[src/rtl/isa_defs.sv]
// isa_defs: opcode map, IR field positions and fetch FSM encoding
// shared by the fetch sequencer and its branch evaluator.
package isa_defs;

  localparam int OPC_W   = 5;
  localparam int OPC_MSB = 31;
  localparam int OPC_LSB = 27;

  typedef logic [OPC_W-1:0] opc_t;

  // 00000..01011 are execute-unit ops
  localparam opc_t OP_ALU_LAST = 5'b01011;
  localparam opc_t OP_JMP = 5'b01100;
  localparam opc_t OP_JC  = 5'b01101;
  localparam opc_t OP_JNC = 5'b01110;
  localparam opc_t OP_JS  = 5'b01111;
  localparam opc_t OP_JNS = 5'b10000;
  localparam opc_t OP_JZ  = 5'b10001;
  localparam opc_t OP_JNZ = 5'b10010;
  localparam opc_t OP_JV  = 5'b10011;
  localparam opc_t OP_JNV = 5'b10100;
  localparam opc_t OP_HLT = 5'b10111;

  typedef enum logic [2:0] {
    ST_IDLE   = 3'd0,
    ST_FETCH  = 3'd1,
    ST_DECODE = 3'd2,
    ST_ISSUE  = 3'd3,
    ST_WAITF  = 3'd4,
    ST_HALT   = 3'd5
  } state_t;

  typedef struct packed {
    logic sign;
    logic zero;
    logic carry;
    logic ovf;
  } flags_t;

  function automatic logic is_cond(input opc_t op);
    return (op >= OP_JC) && (op <= OP_JNV);
  endfunction

endpackage

[src/rtl/branch_cond_eval.sv]
// branch_cond_eval: jump opcode plus execute flags -> taken.
// Purely combinational; non-jump opcodes report not taken.
module branch_cond_eval
  import isa_defs::*;
(
  input  opc_t   i_opc,
  input  flags_t i_flags,
  output logic   o_taken
);

  always_comb begin
    o_taken = 1'b0;
    unique case (1'b1)
      (i_opc == OP_JMP): o_taken = 1'b1;
      (i_opc == OP_JC):  o_taken = i_flags.carry;
      (i_opc == OP_JNC): o_taken = ~i_flags.carry;
      (i_opc == OP_JS):  o_taken = i_flags.sign;
      (i_opc == OP_JNS): o_taken = ~i_flags.sign;
      (i_opc == OP_JZ):  o_taken = i_flags.zero;
      (i_opc == OP_JNZ): o_taken = ~i_flags.zero;
      (i_opc == OP_JV):  o_taken = i_flags.ovf;
      (i_opc == OP_JNV): o_taken = ~i_flags.ovf;
      default:           o_taken = 1'b0;
    endcase
  end

endmodule

[src/rtl/instr_fetch_seq.sv]
// instr_fetch_seq: fetches from sync imem, issues ops to execute,
// resolves jumps/halt locally using flags returned by execute.
module instr_fetch_seq
  import isa_defs::*;
#(
  parameter int                ADDR_W     = 8,
  parameter logic [ADDR_W-1:0] START_ADDR = '0
) (
  input  logic              clk,
  input  logic              rst_n,
  input  logic              start,
  output logic              imem_rd_en,
  output logic [ADDR_W-1:0] imem_addr,
  input  logic [31:0]       imem_rdata,
  output logic [31:0]       ir,
  output logic              ir_valid,
  input  logic              ir_ready,
  input  logic              ex_done,
  input  logic              flag_sign,
  input  logic              flag_zero,
  input  logic              flag_carry,
  input  logic              flag_overflow,
  output logic [ADDR_W-1:0] pc,
  output logic              halted,
  output logic              busy
);

  state_t            r_state;
  logic [ADDR_W-1:0] r_pc;
  logic [31:0]       r_ir;
  logic              r_ir_valid;
  logic              r_rd_en;
  logic              r_halted;
  logic              r_busy;
  logic              r_out;
  logic              r_dec_hold;
  flags_t            r_flags;

  state_t            w_nxt;
  logic [ADDR_W-1:0] w_pc_nxt;
  logic [ADDR_W-1:0] w_pc_inc;
  logic [31:0]       w_word;
  opc_t              w_opc;
  logic              w_done;
  logic              w_out_eff;
  logic              w_hs;
  logic              w_taken;
  flags_t            w_flags_in;
  flags_t            w_flags;

  assign w_flags_in = '{sign:  flag_sign,
                        zero:  flag_zero,
                        carry: flag_carry,
                        ovf:   flag_overflow};

  // ex_done only counts when something is actually in flight
  assign w_done    = ex_done & r_out;
  assign w_out_eff = r_out & ~ex_done;
  assign w_flags   = w_done ? w_flags_in : r_flags;
  assign w_hs      = r_ir_valid & ir_ready;
  assign w_pc_inc  = r_pc + 1'b1;

  // a stalled DECODE keeps using the captured word, not stale rdata
  assign w_word = r_dec_hold ? r_ir : imem_rdata;
  assign w_opc  = w_word[OPC_MSB:OPC_LSB];

  branch_cond_eval u_bce (
    .i_opc   (r_ir[OPC_MSB:OPC_LSB]),
    .i_flags (w_flags),
    .o_taken (w_taken)
  );

  always_comb begin
    w_nxt    = r_state;
    w_pc_nxt = r_pc;
    unique case (r_state)
      ST_IDLE, ST_HALT: begin
        if (start) begin
          w_nxt    = ST_FETCH;
          w_pc_nxt = START_ADDR;
        end
      end
      ST_FETCH: w_nxt = ST_DECODE;
      ST_DECODE: begin
        unique case (1'b1)
          (w_opc == OP_HLT): w_nxt = ST_HALT;
          (w_opc == OP_JMP): begin
            w_nxt    = ST_FETCH;
            w_pc_nxt = w_word[ADDR_W-1:0];
          end
          is_cond(w_opc): w_nxt = ST_WAITF;
          default: begin
            if (!w_out_eff) w_nxt = ST_ISSUE;
          end
        endcase
      end
      ST_ISSUE: begin
        if (w_hs) begin
          w_nxt    = ST_FETCH;
          w_pc_nxt = w_pc_inc;
        end
      end
      ST_WAITF: begin
        if (!w_out_eff) begin
          w_nxt    = ST_FETCH;
          w_pc_nxt = w_taken ? r_ir[ADDR_W-1:0] : w_pc_inc;
        end
      end
      default: w_nxt = ST_IDLE;
    endcase
  end

  always_ff @(posedge clk) begin
    if (!rst_n) begin
      r_state    <= ST_IDLE;
      r_pc       <= START_ADDR;
      r_ir       <= '0;
      r_ir_valid <= 1'b0;
      r_rd_en    <= 1'b0;
      r_halted   <= 1'b0;
      r_busy     <= 1'b0;
      r_out      <= 1'b0;
      r_dec_hold <= 1'b0;
      r_flags    <= '0;
    end else begin
      r_state    <= w_nxt;
      r_pc       <= w_pc_nxt;
      if (r_state == ST_DECODE) r_ir <= w_word;
      r_dec_hold <= (r_state == ST_DECODE) && (w_nxt == ST_DECODE);
      r_ir_valid <= (w_nxt == ST_ISSUE);
      r_rd_en    <= (w_nxt == ST_FETCH);
      r_halted   <= (w_nxt == ST_HALT);
      r_busy     <= (w_nxt != ST_IDLE) && (w_nxt != ST_HALT);
      // a handshake wins over a same-cycle retire
      if (w_hs)
        r_out <= 1'b1;
      else if (ex_done)
        r_out <= 1'b0;
      if (w_done) r_flags <= w_flags_in;
    end
  end

  assign imem_rd_en = r_rd_en;
  assign imem_addr  = r_pc;
  assign pc         = r_pc;
  assign ir         = r_ir;
  assign ir_valid   = r_ir_valid;
  assign halted     = r_halted;
  assign busy       = r_busy;

endmodule

[config.mk]
export PLATFORM = sky130hd
export DESIGN_NAME = instr_fetch_seq
export DESIGN_NICKNAME = d
export VERILOG_FILES = /design/src/rtl/isa_defs.sv /design/src/rtl/branch_cond_eval.sv /design/src/rtl/instr_fetch_seq.sv
export SDC_FILE = /design/constraint.sdc
export NUM_CORES = 1
export LEC_CHECK = 0
export CORE_MARGIN = 3
export CORE_UTILIZATION = 41
export DETAILED_ROUTE_END_ITERATION = 10
export PLACE_DENSITY = 0.75
export SYNTH_ARGS = -nofsm -noshare
export SYNTH_HDL_FRONTEND = slang
export SYNTH_SLANG_ARGS = --single-unit
[constraint.sdc]
create_clock -name clk -period 2.3 [get_ports clk]
set_input_delay 0.46 -clock clk [delete_from_list [all_inputs] [get_ports clk]]
set_output_delay 0.46 -clock clk [all_outputs]
set_load 0.1 [all_outputs]
=== Word level (Yosys, flattened, before mapping) ===
Cells that the tools add are included.

* $add $sub $neg: 1
* Order comparisons: 2
* Eq/ne operators: 25
* Mux-type cells: 17
* Bitwise gates (word level): 9
* Reduce and logical (&&, ||, !) cells: 10

{| class="wikitable"
|+ Operator list
! cell !! count
|-
| two-way mux 8 bit || 5
|-
| two-way mux 32 bit || 1
|-
| case mux 8 bit (4 select lines) || 1
|-
| == test 5 bit (second input constant) || 6
|-
| == test 5 x 4 -> 1 bit (second input constant) || 5
|-
| case mux 3 bit (5 select lines) || 1
|-
| == test 3 x 2 -> 1 bit (second input constant) || 4
|-
| two-way mux 3 bit || 4
|-
| == test 3 bit (second input constant) || 3
|-
| case mux 1 bit (9 select lines) || 1
|-
| case mux 3 bit (3 select lines) || 1
|-
| adder 8 x 1 -> 8 bit (second input constant) || 1
|-
| inequality test 2 bit (second input constant) || 4
|-
| == test 3 x 1 -> 1 bit (second input constant) || 2
|-
| inverter 1 bit || 6
|-
| >= comparator 5 x 4 -> 1 bit (second input constant) || 1
|-
| <= comparator 5 bit (second input constant) || 1
|-
| AND reduction 5 bit || 1
|-
| two-way mux 4 bit || 1
|-
| nonzero test 4 bit || 1
|-
| AND 1 bit || 3
|-
| logical AND 1 bit || 3
|-
| logical NOT 3 bit || 1
|-
| inequality test 3 bit (second input constant) || 1
|-
| other kinds (5) || 6
|}

* Bits in registers: 53
* Input bits: 41

=== Depth between registers and ports, before layout ===
Gate-level depths: netlist of run 1.

* Depth in word-level cells: 7
* Gate-level depth with buffers: 9

=== Hierarchy ===
Synthesis of run 1 repeated with hierarchy kept, for this count alone.

* Cells, all modules: 315
* Area total of the unflattened synthesis: 2,641.3 um^2

{| class="wikitable"
|+ By module, submodules not included
! module !! times used !! cells an instance !! area each (um^2) !! seq. area each (um^2)
|-
| instr_fetch_seq || 1 || 301 || 2,534.9 || 1,061.0
|-
| branch_cond_eval || 1 || 14 || 106.4 || 0.0
|}

=== Worst setup path before layout of run 1 ===
No wires, ideal clock.

* Path kind: reg2reg
* Start point: reg r_ir[27] (netlist: ir[27])
* End point: reg r_pc[0] (netlist: imem_addr[0])
* Setup time: 0.118 ns
* Arrival: 2.560 ns
* Required time: 2.182 ns
* Path slack: -0.378 ns
* Cell stages (with the launch flop): 9
* Period minus slack after synthesis: 2.678 ns
* Cell sequence: dfxtp_1 -> buf_2 -> nor2_2 -> o22ai_1 -> mux2_2 -> a32oi_2 -> a21oi_2 -> and3_1 -> a22o_1

* Cells in the longest elaborated chain, start to end: 5
* Elaborated cells on any way between the ends: 17

{| class="wikitable"
|+ Ends and longest elaborated chain
! what !! line !! source
|-
| from (decl) || instr_fetch_seq.sv:30 || <nowiki>logic [31:0] r_ir;</nowiki>
|-
| from (signal assigned) || instr_fetch_seq.sv:128 || <nowiki>if (r_state == ST_DECODE) r_ir <= w_word;</nowiki>
|-
| == test 5 bit (tied with other cells) || branch_cond_eval.sv:22 || <nowiki>(i_opc == OP_JNV): o_taken = ~i_flags.ovf;</nowiki>
|-
| case mux 1 bit (9 select lines) || branch_cond_eval.sv:13 || <nowiki>unique case (1'b1)</nowiki>
|-
| two-way mux 8 bit || instr_fetch_seq.sv:106 || <nowiki>w_pc_nxt = w_taken ? r_ir[ADDR_W-1:0] : w_pc_inc;</nowiki>
|-
| two-way mux 8 bit || instr_fetch_seq.sv:104 || <nowiki>if (!w_out_eff) begin</nowiki>
|-
| case mux 8 bit (4 select lines) || instr_fetch_seq.sv:76 || <nowiki>unique case (r_state)</nowiki>
|-
| to (signal assigned) || instr_fetch_seq.sv:127 || <nowiki>r_pc <= w_pc_nxt;</nowiki>
|-
| to (decl) || instr_fetch_seq.sv:29 || <nowiki>logic [ADDR_W-1:0] r_pc;</nowiki>
|}

Parallel ways exist; a longest one is shown, timed or not. The select of a mux whose other input is x is not followed.
A chain may end at the register's enable or synchronous reset.

=== Worst setup path after layout of run 1 ===
* Start point: in imem_rdata[30]
* End point: reg r_pc[5] (netlist: imem_addr[5])

* Cells in the longest elaborated chain, start to end: 4

{| class="wikitable"
|+ Ends and longest elaborated chain
! what !! line !! source
|-
| from (decl) || instr_fetch_seq.sv:14 || <nowiki>input logic [31:0] imem_rdata,</nowiki>
|-
| two-way mux 32 bit || instr_fetch_seq.sv:64 || <nowiki>assign w_word = r_dec_hold ? r_ir : imem_rdata;</nowiki>
|-
| == test 5 x 4 -> 1 bit || instr_fetch_seq.sv:87 || <nowiki>(w_opc == OP_JMP): begin</nowiki>
|-
| inequality test 2 bit (no source line) || -- ||
|-
| AND reduction 5 bit (no source line) || -- ||
|}

No other way between the ends.

==> results.cfg, run 1 <==
[cts]
root_buffer = clkbuf_8
h-tree-depth = 2
insertion_delay_ps = 310
cts.sinks = 53
clkTransAtPathRegs_ps = 90
cts_tree = done
cts_buffers = 5
clockBufferDepth = 2
cts-hold-fix-buffers = 0

[synthesis]
synth_nets = 393
synth_area_leader_cell = dfxtp_1
synth.area.top_cells = dfxtp_1 38%, nand2_1 10%, a21oi_1 7.8%
yosys_warnings = 0
syn_inst = 351
yosys_register_bits = 53
synth_edf_count = 0
synth_cell_type_count = 51
synth-async-reset-ratio_pct = 0
synth_seq_area_share_pct = 38.4
synth_ff_type = dfxtp_1
synth_area_mm2 = 0.00276
yosys.area.top_type_share_pct = 38.4
syn_area_per_cell_um2 = 7.87

[route]
drc_errors = 0
drt_iter0_drc = 128
wirelength_um = 7310
ant_nets = 0
drt_first_pass_iters = 4
routedWlPerCell_um = 13.9
vias = 2730
vias_per_cell = 5.18

[die]
start_util_pct = 43.0
coreArea_mm2 = 0.00642
die_h_um = 88.1
num_rows = 29
die-width_um = 88.1
io-pin-count = 93
die_area_mm2 = 0.00776

[layout]
diodes = 0
final_nets = 491
drive_above_1_share_pct = 26.0
areaGrowthSynthToFinish_pct = 40.5

[power]
p_leak_nw = 1.55
fin_total_pwr_mw = 2.35
ir_drop_mv = 0.392
power_density_mw_per_mm2 = 604

[critical_path]
r2r_cells = 8
required_ps = 2510
crit_fanout = 4
cp-end-kind = register
start_kind = input port
worstSetupPathType = in -> reg
arrival_ps = 2410

[sta]
final.min_clock_period_ps = 2200
whs_ps = 458
relSlewSlack_pct = 77.2
setup_viol = 0
worstMarginPinSlew_ps = 338
finClkSkew_ps = 3.26
fin_crit_sh_pct = 95.6
grt_setup_unrepaired = no
max_freq_mhz = 455
hold_viol = 0
slew_violations = 0

[grt]
grt_pass1_wl_um = 12000
antenna_found_initial = 0
grt_overflow = 0
grt_max_degree = 33
track_usage_pct = 19.1
grt_pass1_vias = 2602

[worst_hold_path]
holdPathStages = 2
hp-class = reg -> reg

[placed_design]
dpl.hpwl_um = 5440
gp_congestion = 0.922
port-buffer-count = 92

[status]
status = complete, no violations

[flow_run]
drv_cap = 0
cell usage in the layout, fill, tap and decap left out, types with 6 or more instances in the layout:
cell	netlist	routed
clkdlybuf4s50_1	0	39
inv_1	7	7
a21oi_1	43	43
nor2_1	20	19
nor2b_1	7	7
buf_4	10	79
clkbuf_8	0	6
dfxtp_2	0	8
nand2_1	77	77
dfxtp_1	53	43
and3_1	9	9
nand3_1	14	14
a211oi_1	11	11
final cells by class:
cell class                      count  area (um^2)
Tap cell                           77         96.3
Multi-Input combinational cell    261         1560
Timing Repair Buffer              121         1020
Sequential cell                    53         1080
Fill cell                         560         2540
Clock inverter                      2         13.8
Inverter                            7         26.3
Clock buffer                        6         82.6
worst paths after layout:
path | startpoint | end | slack (ps)
worst max-delay path | imem_rdata[30] | imem_addr[5]$_SDFFE_PN0P_ | 100
worst min-delay path | ir[11]$_SDFFE_PN0P_ | ir[11]$_SDFFE_PN0P_ | 460
worst max register to register | r_out$_SDFFE_PN0P_ | imem_addr[0]$_SDFFE_PN0P_ | 180
worst min register to register | ir[11]$_SDFFE_PN0P_ | ir[11]$_SDFFE_PN0P_ | 460
cells by family after synthesis:
family	synth area share, %
flops	38.4
mux	3.76
buf+inv	6.79
simple gates	27.0
compound gates	21.1
fa+ha+maj	0.453
xor+xnor	2.54
flip-flops by register name, summed over array words and instances (netlist names):
| name | flops |
|---|---|
| r_dec_hold | 1 |
| imem_rd_en | 1 |
| r_out | 1 |
| r_flags | 4 |
| imem_addr | 8 |
| busy | 1 |
| halted | 1 |
| ir_valid | 1 |
| ir | 32 |
| r_state | 3 |
synth_stat cells (all sizes together), types with 3 or more instances:
cell,instances
a211o,3
a211oi,11
a21oi,44
a22o,4
a311oi,4
a31oi,3
and2,3
and3,9
buf,15
clkbuf,15
dfxtp,53
inv,7
mux2i,8
nand2,79
nand2b,3
nand3,14
nand3b,3
nor2,22
nor2b,7
nor3b,4
o21ai,3
o22ai,3
o2bb2ai,3
xnor2,4
xor2,4
timing repair:
item / 4_1_cts / 5_1_grt
pin swaps: 2 / 0
setup endpoints to repair: 3 / 4
cloned: 1 / 0
buffers inserted: 2 / 0
resized for setup: 8 / 2
stage by stage:
step / instance area (um^2) / worst slack [ps] / setup TNS, ps / utilization [%] / instances
2_1_floorplan: 2780 / 18.0 / 0 / - / 351
3_3_place_gp: 3710 / -335 / -2170 / 57.8 / 516
3_5_place_dp: 3710 / -351 / -2620 / 57.8 / 516
4_1_cts: 3880 / 111 / 0 / 60.4 / 527
5_1_grt: 3880 / 14.4 / 0 / 60.5 / 527
6_report: 3880 / 100 / 0 / 60.5 / 527
layer usage:
metal  track usage [%]  vias to the layer above  routed length (um)  part of all wire [%]
li1                  -                     1409                   -                     -
met1              25.0                     1218                3400                    47
met2              30.0                       97                3250                    44
met3              6.59                        6                 599                   8.2
met4              5.77                        0                  61                  0.83
met5                 0                        -                   0                     0
report_power, final:
group | switching [mW] | internal (mW) | leakage, nW
Clock | 0.310 | 0.245 | 0.0512
Sequential | 0.0490 | 0.967 | 0.435
Combinational | 0.531 | 0.243 | 1.07
critical path, stage by stage:
cell and delay (ps):
clkdlybuf4s50_1 510, nor3b_1 230, a31oi_1 80, mux2_2 290, a32oi_2 280, a21oi_2 110
and3_1 220, a22o_1 210
Power figures use the tool's default switching activity.
==> run 2: changes to the inputs <==
--- a/config.mk
+++ b/config.mk
@@ -8,6 +8,7 @@
 export CORE_MARGIN = 3
 export CORE_UTILIZATION = 41
 export DETAILED_ROUTE_END_ITERATION = 10
+export MAX_ROUTING_LAYER = met4
 export PLACE_DENSITY = 0.75
 export SYNTH_ARGS = -nofsm -noshare
 export SYNTH_HDL_FRONTEND = slang
==> run 2 against run 1 <==
Compared with the run above: register-to-register slack barely moved; combinational power grew 1%; via count rose by 1.5%; die area is the same; worst setup slack got worse by 28 ps; power fell by 1.5%; sequential share of layout area stayed put; highest routed layer unchanged; critical path depth stayed put.
==> results.cfg, run 2 (synthesis results as in run 1) <==
[power]
internal_power_mw = 1.43
p_clk_share_pct = 22.1
power_density_mw_per_mm2 = 595
seqPwrFrac_pct = 44.0
p_leak_nw = 1.55
p_comb_share_pct = 33.9
netSwitchingFraction_pct = 38.1
ir_drop_mv = 0.357
p_sw_mw = 0.880

[sta]
slew_violations = 0
setup_viol = 0
finClkSkew_ps = 2.24
relSlewSlack_pct = 76.5
worstMarginPinSlew_ps = 352
max_freq_mhz = 449
hold_viol = 0
whs_ps = 458
fin_crit_sh_pct = 96.8
setup_ws_ps = 72.5
final.min_clock_period_ps = 2230

[layout]
stdcell_area_mm2 = 0.00388
areaGrowthSynthToFinish_pct = 40.5
diodes = 0
multi_input_area_mm2 = 0.00157
seqCellArea_mm2 = 0.00108
fill_cells = 604
final_nets = 491
layout_common_cells = 79 x buf_4, 77 x nand2_1, 43 x a21oi_1, 43 x dfxtp_1, 39 x clkdlybuf4s50_1
drive_above_1_share_pct = 25.8
largest_reg_flops = 32
final_common_cell = buf_4
fin_cells = 527

[grt]
track_usage_pct = 19.9
busiest_layer = met2
grt_pass1_vias = 2542
antenna_found_initial = 0
grt_overflow = 0
use_met1_pct = 26.2
grt_max_degree = 33
grt_pass1_wl_um = 12000
use_met3_pct = 5.27
use_met2_pct = 29.9

[critical_path]
arrival_ps = 2430
cp-end-kind = register
cp_cell_sequence = clkdlybuf4s50_1 -> nor3b_1 -> a31oi_1 -> mux2_2 -> a32oi_2 -> a21oi_2 -> and3_2 -> a22o_1
cp_slowest_cell = clkdlybuf4s50_1
crit_fanout = 4
worstSetupPathType = in -> reg
cp_num_buf_inv = 1
slowest_delay_ps = 540
start_kind = input port
required_ps = 2500
crit_family = compound AO/OA/AOI/OAI gates

[route]
drt_iter0_drc = 113
drt_first_pass_iters = 4
ant_nets = 0
routedWlPerCell_um = 14.0
drc_errors = 0
wirelength_um = 7370
vias = 2772
vias_per_cell = 5.26

[placed_design]
placed_cells = 516
gp_congestion = 0.987
pre_cts_ws_ps = -396
port-buffer-count = 92
dpl.hpwl_um = 5430
postPlaceCellArea_mm2 = 0.00371

[cts]
cts.sinks = 53
cts_buffers = 5
h-tree-depth = 2
cts_tree = done
root_buffer = clkbuf_8
clockBufferDepth = 2
clkTransAtPathRegs_ps = 90
insertion_delay_ps = 300
cts-hold-fix-buffers = 0

[flow_run]
drv_cap = 0

[die]
die-width_um = 88.1
coreArea_mm2 = 0.00642
die_area_mm2 = 0.00776
io-pin-count = 93
start_util_pct = 43.0
die_h_um = 88.1
num_rows = 29

[status]
status = complete, no violations

[worst_hold_path]
hp-class = reg -> reg
## run 2: cell count changes in the layout (fill, tap and decap cells not counted)
cell        delta
clkinv_2       -1
clkinv_4       -1
mux2i_4        +1
and3_2         +1
mux2i_2        -2
o22ai_2        +1
mux2i_1        +1
and3_1         -1
o22ai_1        -1
clkbuf_1       +2
clkinvlp_4     +1
clkbuf_8       -1
## run 2: metal layers
layer / vias up / routed length, um
met3: 12 / 494
met2: 91 / 3290
li1: 1413 / -
met5: - / 0
met4: 0 / 111
met1: 1256 / 3470
## run 2: cell type report
class / count / share of cell area, %
multi-input cells: 261 / 40.5
flip-flops and latches: 53 / 27.8
repair buffers: 121 / 26.4
well taps: 77 / 2.48
clock buffers: 7 / 1.97
inverters: 7 / 0.677
clock inverters: 1 / 0.193
## run 2: final timing paths
path	start	end	slack [ps]	cells after the start
max	imem_rdata[31]	imem_addr[7]$_SDFFE_PN0P_	70	8
min	ir[26]$_SDFFE_PN0P_	ir[26]$_SDFFE_PN0P_	460	2
max reg2reg	r_out$_SDFFE_PN0P_	imem_addr[0]$_SDFFE_PN0P_	170	8
min reg2reg	ir[26]$_SDFFE_PN0P_	ir[26]$_SDFFE_PN0P_	460	2
## run 2: what timing repair did
action,4_1_cts,5_1_grt
setup endpoints to repair,2,4
resized for setup,8,4
pin swaps,2,2
cloned,1,0
setup buffers,2,0
## run 2: worst min-delay path: stages, from the launching register on
cell and delay (ps):
dfxtp_1 320, nand2_1 50, a21oi_1 50
## run 2: through the flow
| stage | total power [mW] | utilization [%] | TNS, ps |
|---|---|---|---|
| finish | 2.31 | 60.5 | 0 |
| global route | 2.42 | 60.5 | -11.0 |
| CTS | 2.32 | 60.2 | 0 |
| detailed placement | 1.81 | 57.8 | -2790 |
| global placement | 1.80 | 57.8 | -2110 |
| floorplan | 1.57 | - | 0 |
## run 2: power by group through the flow
stage                     combinational, mW  sequential, mW  clock [mW]
after global routing                  0.833            1.02       0.562
after detailed placement              0.774            1.04           0
final                                 0.783            1.02       0.511
after global placement                0.770            1.03           0
after floorplan                       0.242            1.33           0
after CTS                             0.781            1.01       0.525
